==> config.mk <==
export PLATFORM = sky130hd
export DESIGN_NAME = brisc_v_run_monitor
export DESIGN_NICKNAME = d
export VERILOG_FILES = /design/src/rtl/brisc_v_run_monitor_pkg.sv /design/src/rtl/brisc_v_sat_counter.sv /design/src/rtl/brisc_v_run_monitor.sv
export SDC_FILE = /design/constraint.sdc
export NUM_CORES = 1
export LEC_CHECK = 0
export BUFFER_PORTS_ARGS = -buffer_cell sky130_fd_sc_hd__buf_2
export CAP_MARGIN = 20
export CORE_UTILIZATION = 45
export CTS_CLUSTER_DIAMETER = 60
export DETAILED_ROUTE_END_ITERATION = 8
export PLACE_DENSITY = 0.78
export SETUP_SLACK_MARGIN = 0.05
export SLEW_MARGIN = 25
export SYNTH_ARGS = -nofsm -noshare
export SYNTH_HDL_FRONTEND = slang
export SYNTH_SLANG_ARGS = --single-unit
==> constraint.sdc <==
create_clock -name clock -period 2.5 [get_ports clock]
set_input_delay 0.375 -clock clock [delete_from_list [all_inputs] [get_ports clock]]
set_output_delay 0.375 -clock clock [all_outputs]
set_load 0.005 [all_outputs]
==> src/rtl/brisc_v_run_monitor_pkg.sv <==
// ============================================================================
// Module   : brisc_v_run_monitor_pkg
// Purpose  : Shared state encoding and sizing helper for the BRISC-V run monitor.
// Revision : 1.0 - initial release
// ============================================================================
`default_nettype none

package brisc_v_run_monitor_pkg;

    typedef enum logic [2:0] {
        IDLE  = 3'd0,
        RUN   = 3'd1,
        DRAIN = 3'd2,
        CHECK = 3'd3,
        DONE  = 3'd4
    } run_state_t;

    // A single halt slot still needs a one-bit index port.
    function automatic int halt_index_width(input int num_slots);
        return (num_slots > 1) ? $clog2(num_slots) : 1;
    endfunction

endpackage

`default_nettype wire

==> src/rtl/brisc_v_sat_counter.sv <==
// ============================================================================
// Module   : brisc_v_sat_counter
// Purpose  : Up-counter with synchronous clear that holds at all-ones.
// Revision : 1.0 - initial release
// ============================================================================
`default_nettype none

module brisc_v_sat_counter #(
    parameter int WIDTH = 32
) (
    input  logic             clock,
    input  logic             reset,
    input  logic             clear,
    input  logic             enable,
    output logic [WIDTH-1:0] count
);

    always_ff @(posedge clock or negedge reset) begin
        if (!reset) begin
            count <= '0;
        end else if (clear) begin
            count <= '0;
        end else if (enable && !(&count)) begin
            count <= count + 1'b1;
        end
    end

endmodule

`default_nettype wire

==> src/rtl/brisc_v_run_monitor.sv <==
// ============================================================================
// Module   : brisc_v_run_monitor
// Purpose  : Halt-PC detector, run-cycle counter and end-of-test pass/fail check.
//            Optional run timeout enabled by defining RUN_MONITOR_TIMEOUT_EN.
// Revision : 1.0 - initial release
// ============================================================================
`default_nettype none

module brisc_v_run_monitor
    import brisc_v_run_monitor_pkg::*;
#(
    parameter int ADDRESS_BITS   = 32,
    parameter int DATA_WIDTH     = 32,
    parameter int NUM_HALT_PCS   = 2,
    parameter int CYCLE_BITS     = 32,
    parameter int DRAIN_CYCLES   = 50,
    parameter int TIMEOUT_CYCLES = 100000
) (
    input  logic                                           clock,
    input  logic                                           reset,
    input  logic                                           start,
    input  logic [ADDRESS_BITS-1:0]                        pc,
    input  logic [NUM_HALT_PCS*ADDRESS_BITS-1:0]           halt_pcs,
    input  logic [NUM_HALT_PCS-1:0]                        halt_valid,
    input  logic [DATA_WIDTH-1:0]                          check_value,
    input  logic [DATA_WIDTH-1:0]                          expected_value,
    output logic                                           busy,
    output logic                                           done,
    output logic                                           pass,
    output logic                                           fail,
    output logic                                           timeout,
    output logic [halt_index_width(NUM_HALT_PCS)-1:0]      halt_index,
    output logic [CYCLE_BITS-1:0]                          total_cycles
);

    localparam int IDX_BITS = halt_index_width(NUM_HALT_PCS);

    run_state_t            state;
    run_state_t            state_next;
    logic                  cnt_clear;
    logic                  cnt_enable;
    logic [CYCLE_BITS-1:0] count;
    logic [CYCLE_BITS-1:0] count_inc;
    logic                  halt_match;
    logic [IDX_BITS-1:0]   match_index;
    logic                  timeout_hit;
    logic                  drain_last;
    logic                  values_equal;

    brisc_v_sat_counter #(
        .WIDTH (CYCLE_BITS)
    ) u_counter (
        .clock  (clock),
        .reset  (reset),
        .clear  (cnt_clear),
        .enable (cnt_enable),
        .count  (count)
    );

    // Run length including the matching cycle, saturated like the counter.
    assign count_inc    = (&count) ? count : count + 1'b1;
    assign drain_last   = (count == CYCLE_BITS'(DRAIN_CYCLES - 1));
    assign values_equal = (check_value == expected_value);

    // Scan from the top slot down so the lowest matching index is kept.
    always_comb begin
        halt_match  = 1'b0;
        match_index = '0;
        for (int i = NUM_HALT_PCS - 1; i >= 0; i--) begin
            if (halt_valid[i] && (pc == halt_pcs[i*ADDRESS_BITS +: ADDRESS_BITS])) begin
                halt_match  = 1'b1;
                match_index = IDX_BITS'(i);
            end
        end
    end

`ifdef RUN_MONITOR_TIMEOUT_EN
    assign timeout_hit = (count == CYCLE_BITS'(TIMEOUT_CYCLES));

    always_ff @(posedge clock or negedge reset) begin
        if (!reset) begin
            timeout <= 1'b0;
        end else if (state == RUN && !halt_match && timeout_hit) begin
            timeout <= 1'b1;
        end else if (state == DONE && start) begin
            timeout <= 1'b0;
        end
    end
`else
    assign timeout_hit = 1'b0;
    assign timeout     = 1'b0;
`endif

    always_ff @(posedge clock or negedge reset) begin
        if (!reset) begin
            state <= IDLE;
        end else begin
            state <= state_next;
        end
    end

    always_comb begin
        state_next = state;
        cnt_clear  = 1'b0;
        cnt_enable = 1'b0;
        case (state)
            IDLE: begin
                if (start) begin
                    cnt_clear  = 1'b1;
                    state_next = RUN;
                end
            end
            RUN: begin
                if (halt_match) begin
                    cnt_clear  = 1'b1;
                    state_next = DRAIN;
                end else if (timeout_hit) begin
                    state_next = DONE;
                end else begin
                    cnt_enable = 1'b1;
                end
            end
            DRAIN: begin
                if (drain_last) begin
                    state_next = CHECK;
                end else begin
                    cnt_enable = 1'b1;
                end
            end
            CHECK: begin
                state_next = DONE;
            end
            DONE: begin
                if (start) begin
                    cnt_clear  = 1'b1;
                    state_next = RUN;
                end
            end
            default: begin
                state_next = IDLE;
            end
        endcase
    end

    always_ff @(posedge clock or negedge reset) begin
        if (!reset) begin
            busy         <= 1'b0;
            done         <= 1'b0;
            pass         <= 1'b0;
            fail         <= 1'b0;
            halt_index   <= '0;
            total_cycles <= '0;
        end else begin
            busy <= (state_next == RUN) || (state_next == DRAIN);
            done <= (state_next == DONE);
            case (state)
                RUN: begin
                    if (halt_match) begin
                        total_cycles <= count_inc;
                        halt_index   <= match_index;
                    end else if (timeout_hit) begin
                        total_cycles <= CYCLE_BITS'(TIMEOUT_CYCLES);
                        pass         <= 1'b0;
                        fail         <= 1'b1;
                    end
                end
                CHECK: begin
                    pass <= values_equal;
                    fail <= !values_equal;
                end
                DONE: begin
                    if (start) begin
                        pass         <= 1'b0;
                        fail         <= 1'b0;
                        halt_index   <= '0;
                        total_cycles <= '0;
                    end
                end
                default: begin
                end
            endcase
        end
    end

endmodule

`default_nettype wire

==> results of run 1 <==
==> worst max-delay path, stage by stage, from the launching register on <==
cell and delay [ns]:
dfrtp_1 0.39, or4_4 0.54, or4_4 0.47, o31ai_4 0.22
buf_6 0.15, o31ai_2 0.17, buf_4 0.21, a21oi_1 0.21
a31oi_1 0.08
==> layout make-up <==
cell class              count  area (um2)  area share
clock buffers              10         128      0.0185
clock inverters             6        93.8      0.0136
inverters                   4        15.0     0.00218
multi-input cells         474        3160       0.458
flip-flops and latches     72        1800       0.261
well taps                 140         175      0.0254
repair buffers            256        1520       0.221
==> power by group through the flow <==
stage               Clock (mW)  Combinational (mW)  Sequential (mW)
detailed placement           0                1.13             1.49
finish                    1.04                1.25             1.48
global placement             0                1.10             1.48
global route              1.10                1.37             1.51
floorplan                    0               0.746             1.40
CTS                       1.05                1.18             1.47
==> path summary, 6_finish.rpt <==
check / start / end / cells past startpoint
worst min-delay path: reset / total_cycles[5]$_DFFE_PN0P_ / 1
worst min register to register: total_cycles[15]$_DFFE_PN0P_ / total_cycles[15]$_DFFE_PN0P_ / 2
min in group clock: start / done$_DFF_PN0_ / 4
max in group asynchronous: reset / total_cycles[26]$_DFFE_PN0P_ / 2
worst max-delay path: u_counter.count[17]$_DFFE_PN0P_ / u_counter.count[20]$_DFFE_PN0P_ / 8
worst max register to register: u_counter.count[17]$_DFFE_PN0P_ / u_counter.count[20]$_DFFE_PN0P_ / 8
==> stage by stage <==
stage / setup WS, ns / hold WS (ns) / instance area (um2)
4_1_cts: -0.0178 / 0.0324 / 6810
6_report: -0.0641 / 0.0146 / 6900
3_3_place_gp: -0.217 / 0.416 / 6480
5_1_grt: -0.0997 / 0.0576 / 6900
2_1_floorplan: 0.0712 / 0.0794 / 5020
3_5_place_dp: -0.130 / 0.419 / 6480
==> sequential cells by signal, summed over array words and instances, names as in the netlist <==
register         count
total_cycles        32
u_counter.count     32
state                3
busy                 1
done                 1
fail                 1
halt_index           1
pass                 1
==> cells in the mapped netlist (10+ instances only) <==
master    instances  area [um2]
nand3_1          23         115
nor3_1           22         110
nor4_1           26         163
xnor2_1          51         447
a221o_1          12         120
a21oi_1          10        50.1
and3_1           11        68.8
o21ai_0          34         170
nand2_1          65         244
clkbuf_1         20        75.1
nand4_1          20         125
dfrtp_1          72        1800
xor2_1           62         543
nor2_1           49         184
==> kinds of logic after synthesis <==
kind of cell | after synthesis | synth area share
other | 1 | 0.000747
XOR/XNOR | 113 | 0.197
adder cells (fa/ha/maj) | 2 | 0.00498
flip-flops | 72 | 0.359
buffers and inverters | 33 | 0.0334
multiplexers | 1 | 0.00224
AND/OR/NAND/NOR | 265 | 0.274
AO/OA/AOI/OAI | 92 | 0.128
==> timing repair <==
item	CTS	global route
pin swaps	7	17
cloned	1	2
gates resized for setup	16	12
setup buffers	2	0
endpoints found under the setup margin	31	44
==> metal layers <==
| layer | GRT usage | up-vias | part of all wire |
|---|---|---|---|
| met5 | 0 | - | 0 |
| met4 | 0.140 | 0 | 0.044 |
| met3 | 0.0430 | 62 | 0.074 |
| met2 | 0.496 | 302 | 0.51 |
| met1 | 0.322 | 2511 | 0.37 |
| li1 | - | 2553 | - |
==> impl_metrics.yaml, run 1 <==
layout:
  final_cells: 962
  diodes: 0
  mostFrequentLayoutCell: "buf_2"
  area.growth.synth_to_final_pct: 37.4
  fin_util: 0.636
  fillerInstances: 909
  drive_gt1_frac: 0.364
  nets: 984
  final_cell_mix: "buf_2 (201), dfrtp_1 (72), nand2_1 (63)"
outcome:
  outcome: "finished, violations left"
  violations: "setup timing"
synth:
  ys_async_sr_fraction: 1.00
  ys.warnings.count: 0
  yosysSeqAreaShare: 0.359
  synth_area_mm2: 0.00502
  synth.avg_cell_area_um2: 8.67
  synth_cells: 579
  synth_edf_count: 0
  ys_types: 55
  synthFlopType: "dfrtp_1"
  ys_ff_latch: 72
  synth_nets: 746
clocking:
  htree_levels: 3
  cts_buffer_depth: 2
  cts-buffers-inserted: 9
  insertion_delay_ns: 0.37
  cts.sinks: 72
  cts_tree: "built"
  cts_hold_buf: 0
  root_buffer: "clkbuf_8"
  clk_pin_slew_ns: 0.09
sta:
  slew_violations: 0
  setup_viol: 25
  tns_ns: -0.753
  relSlewSlack: 0.485
  fmax_mhz: 390
  post-route-period-util: 1.03
  fin_ws_ns: -0.0641
  final-hold-violation-count: 0
  worst_pin_slew_ns: 0.768
  fin_crit_ns: 2.56
  rsz0062_at_grt: "true"
  skew_ns: 0.0135
power_and_ir_drop:
  p_leak_nw: 3.31
  seq_power_share: 0.392
  p_per_area_mw_per_mm2: 547
  p_int_mw: 2.46
  power.total_mw: 3.77
  ir_drop_mv: 0.519
  swShare: 0.348
  p_comb_frac: 0.331
  switchingPower_mw: 1.31
  pwr-share-clk: 0.276
worst_setup_path:
  arrival_ns: 2.80
  r2r_setup_slack_ns: -0.06
  cp.required_ns: 2.74
  cp-start-kind: "flip-flop"
  path_max_fanout: 8
  end_kind: "flip-flop"
  crit_type: "flip-flop to flip-flop"
detailed_routing:
  wl_um: 16200
  vias_per_cell: 5.64
  ant_nets: 0
  wl_per_cell_um: 16.8
  dr.pass1.iters: 5
  first_iter_violations: 469
  drc_errors: 0
  vias: 5428
global_routing:
  grt_first_pass_wirelength_um: 25100
  grt_max_degree: 48
  track_usage: 0.278
  grt_overflow: 0
  grt_pass1_vias: 5269
  antenna_found_initial: 0
die:
  coreArea_mm2: 0.0108
  die_width_um: 108
  pin_count: 203
  start_util: 0.463
  die_h_um: 108
  row_count: 38
  die_area_mm2: 0.0116
placement:
  dp_hpwl_um: 12400
  numPortBuffers: 201
  placedCellCount: 941
  place_congestion: 0.935
flow_run:
  drv_cap: 0
min_path:
  min_path_type: "input port to asynchronous set/reset pin"
(Power assumes the default switching activity.)
==> inputs of run 2 (changes only) <==
- clock period: 2.5 -> 2.1 ns (I/O delays scaled with it)
==> run 2 against run 1 <==
- first-iteration DRC count grew 12%
- design area grew 12%
- clock power grew 7%
- the run still ends with setup timing left
- register-to-register slack lost 0.48 ns
- worst hold slack gained 0.26 ns
- critical path depth shrank 1
- critical path type unchanged
==> impl_metrics.yaml, run 2 (synthesis results as in run 1) <==
outcome:
  outcome: "finished, violations left"
  violations: "setup timing"
clocking:
  root_buffer: "clkbuf_8"
  htree_levels: 3
  cts-buffers-inserted: 9
  cts_tree: "built"
  cts.sinks: 72
  cts_buffer_depth: 2
  clk_pin_slew_ns: 0.08
  insertion_delay_ns: 0.37
placement:
  postPlaceCellArea_mm2: 0.00690
  place_congestion: 0.936
  numPortBuffers: 201
  placedCellCount: 988
  dp_hpwl_um: 13000
die:
  coreArea_mm2: 0.0108
  die_area_mm2: 0.0116
  die_width_um: 108
  row_count: 38
  die_h_um: 108
  start_util: 0.463
  pin_count: 203
worst_setup_path:
  r2r-end: "u_counter.count[15]$_DFFE_PN0P_"
  cp.required_ns: 2.35
  crit_type: "flip-flop to flip-flop"
  crit_path_end: "u_counter.count[15]$_DFFE_PN0P_"
  cp-start-kind: "flip-flop"
  startpoint: "u_counter.count[17]$_DFFE_PN0P_"
  r2r_setup_slack_ns: -0.54
  path_max_fanout: 14
  reg2reg_from: "u_counter.count[17]$_DFFE_PN0P_"
  worst_r2r_path_depth: 7
  arrival_ns: 2.89
  end_kind: "flip-flop"
layout:
  fin_area_mm2: 0.00772
  area.growth.synth_to_final_pct: 53.7
  final_cells: 1032
  diodes: 0
  largestRegisters: "total_cycles: 32 flops, u_counter.count: 32 flops, state: 3 flops"
  mostFrequentLayoutCell: "buf_2"
  nets: 1054
  drive_gt1_frac: 0.446
  final_cell_mix: "buf_2 (201), buf_4 (97), dfrtp_1 (72)"
  fillerInstances: 752
power_and_ir_drop:
  p_leak_nw: 3.76
  power.total_mw: 4.89
  ir_drop_mv: 0.528
  p_per_area_mw_per_mm2: 633
sta:
  slew_violations: 0
  skew_ns: 0.0122
  fin_crit_ns: 2.64
  fmax_mhz: 379
  rsz0062_at_grt: "true"
  final-hold-violation-count: 0
  fin_ws_ns: -0.541
  setup_viol: 63
  post-route-period-util: 1.26
detailed_routing:
  drc_errors: 0
  wl_um: 19800
  first_iter_violations: 527
  ant_nets: 0
  vias_per_cell: 5.88
  wl_per_cell_um: 19.2
  vias: 6063
  dr.pass1.iters: 6
global_routing:
  antenna_found_initial: 0
  grt_max_degree: 73
  track_usage: 0.314
  grt_overflow: 0
  grt_first_pass_wirelength_um: 27900
  grt_pass1_vias: 5785
flow_run:
  drv_cap: 0
min_path:
  min_path_type: "input port to flip-flop"
[run 2: changes by cell type in the layout (fill, tap and decap cells not counted), moves of 4 or more]
cell,change
and3_4,+4
and3_1,-4
o21ai_1,+21
buf_4,+54
nand3_1,-5
buf_6,+10
o21ai_0,-23
nor4_1,-4
[run 2: layout make-up]
class	instances	area, um2	share of cell area
multi-input combinational	474	3390	0.439
timing repair buffer	326	2150	0.278
sequential	72	1800	0.234
tap	140	175	0.0227
clock buffer	10	128	0.0165
clock inverter	6	60.1	0.00778
inverter	4	15.0	0.00195
[run 2: routing by layer]
metal,GRT usage,wire [um],share of wire,vias up
met5,0,0,0,-
met4,0.190,1240,0.062,0
met3,0.0508,1580,0.080,113
met2,0.570,10000,0.51,416
met1,0.340,6930,0.35,2846
li1,-,-,-,2688
[run 2: report_power, final]
group          internal (mW)  switching (mW)
Sequential              1.53           0.164
Combinational           1.00            1.08
Clock                  0.543           0.566
Total                   3.07            1.81
[run 2: how the worst min path moves through the flow]
stage | startpoint | to | slack, ns | depth (start not counted)
floorplan | reset | busy$_DFF_PN0_ | 0.02 | 0
global placement | reset | total_cycles[8]$_DFFE_PN0P_ | 0.37 | 2
detailed placement | reset | total_cycles[12]$_DFFE_PN0P_ | 0.38 | 2
CTS | start | done$_DFF_PN0_ | 0.27 | 4
global route | start | done$_DFF_PN0_ | 0.29 | 4
finish | start | done$_DFF_PN0_ | 0.27 | 4
[run 2: metrics by stage]
step / util / worst slack [ns] / setup TNS [ns] / hold slack, ns
4_1_cts: 0.681 / -0.337 / -8.92 / 0.273
6_report: 0.712 / -0.541 / -19.41 / 0.271
3_5_place_dp: 0.636 / -0.457 / -19.07 / 0.376
3_3_place_gp: 0.636 / -0.435 / -17.53 / 0.371
2_1_floorplan: - / -0.315 / -8.34 / 0.0194
5_1_grt: 0.712 / -0.566 / -22.46 / 0.288
[run 2: critical path, cell delays in order (launching register included)]
cell and delay, ns:
dfrtp_1 0.41, or4_4 0.57, or4_4 0.47, o31ai_4 0.26, o31a_2 0.24, nor2_2 0.07
buf_12 0.15, a221o_1 0.34
[run 2: what timing repair did]
action / CTS / global route
resized for setup: 47 / 52
gates cloned: 1 / 1
setup buffers: 11 / 15
pin swaps: 14 / 24
endpoints found under the setup margin: 61 / 70
hold endpoints to repair: 23 / 0
hold buffers: 1 / 0
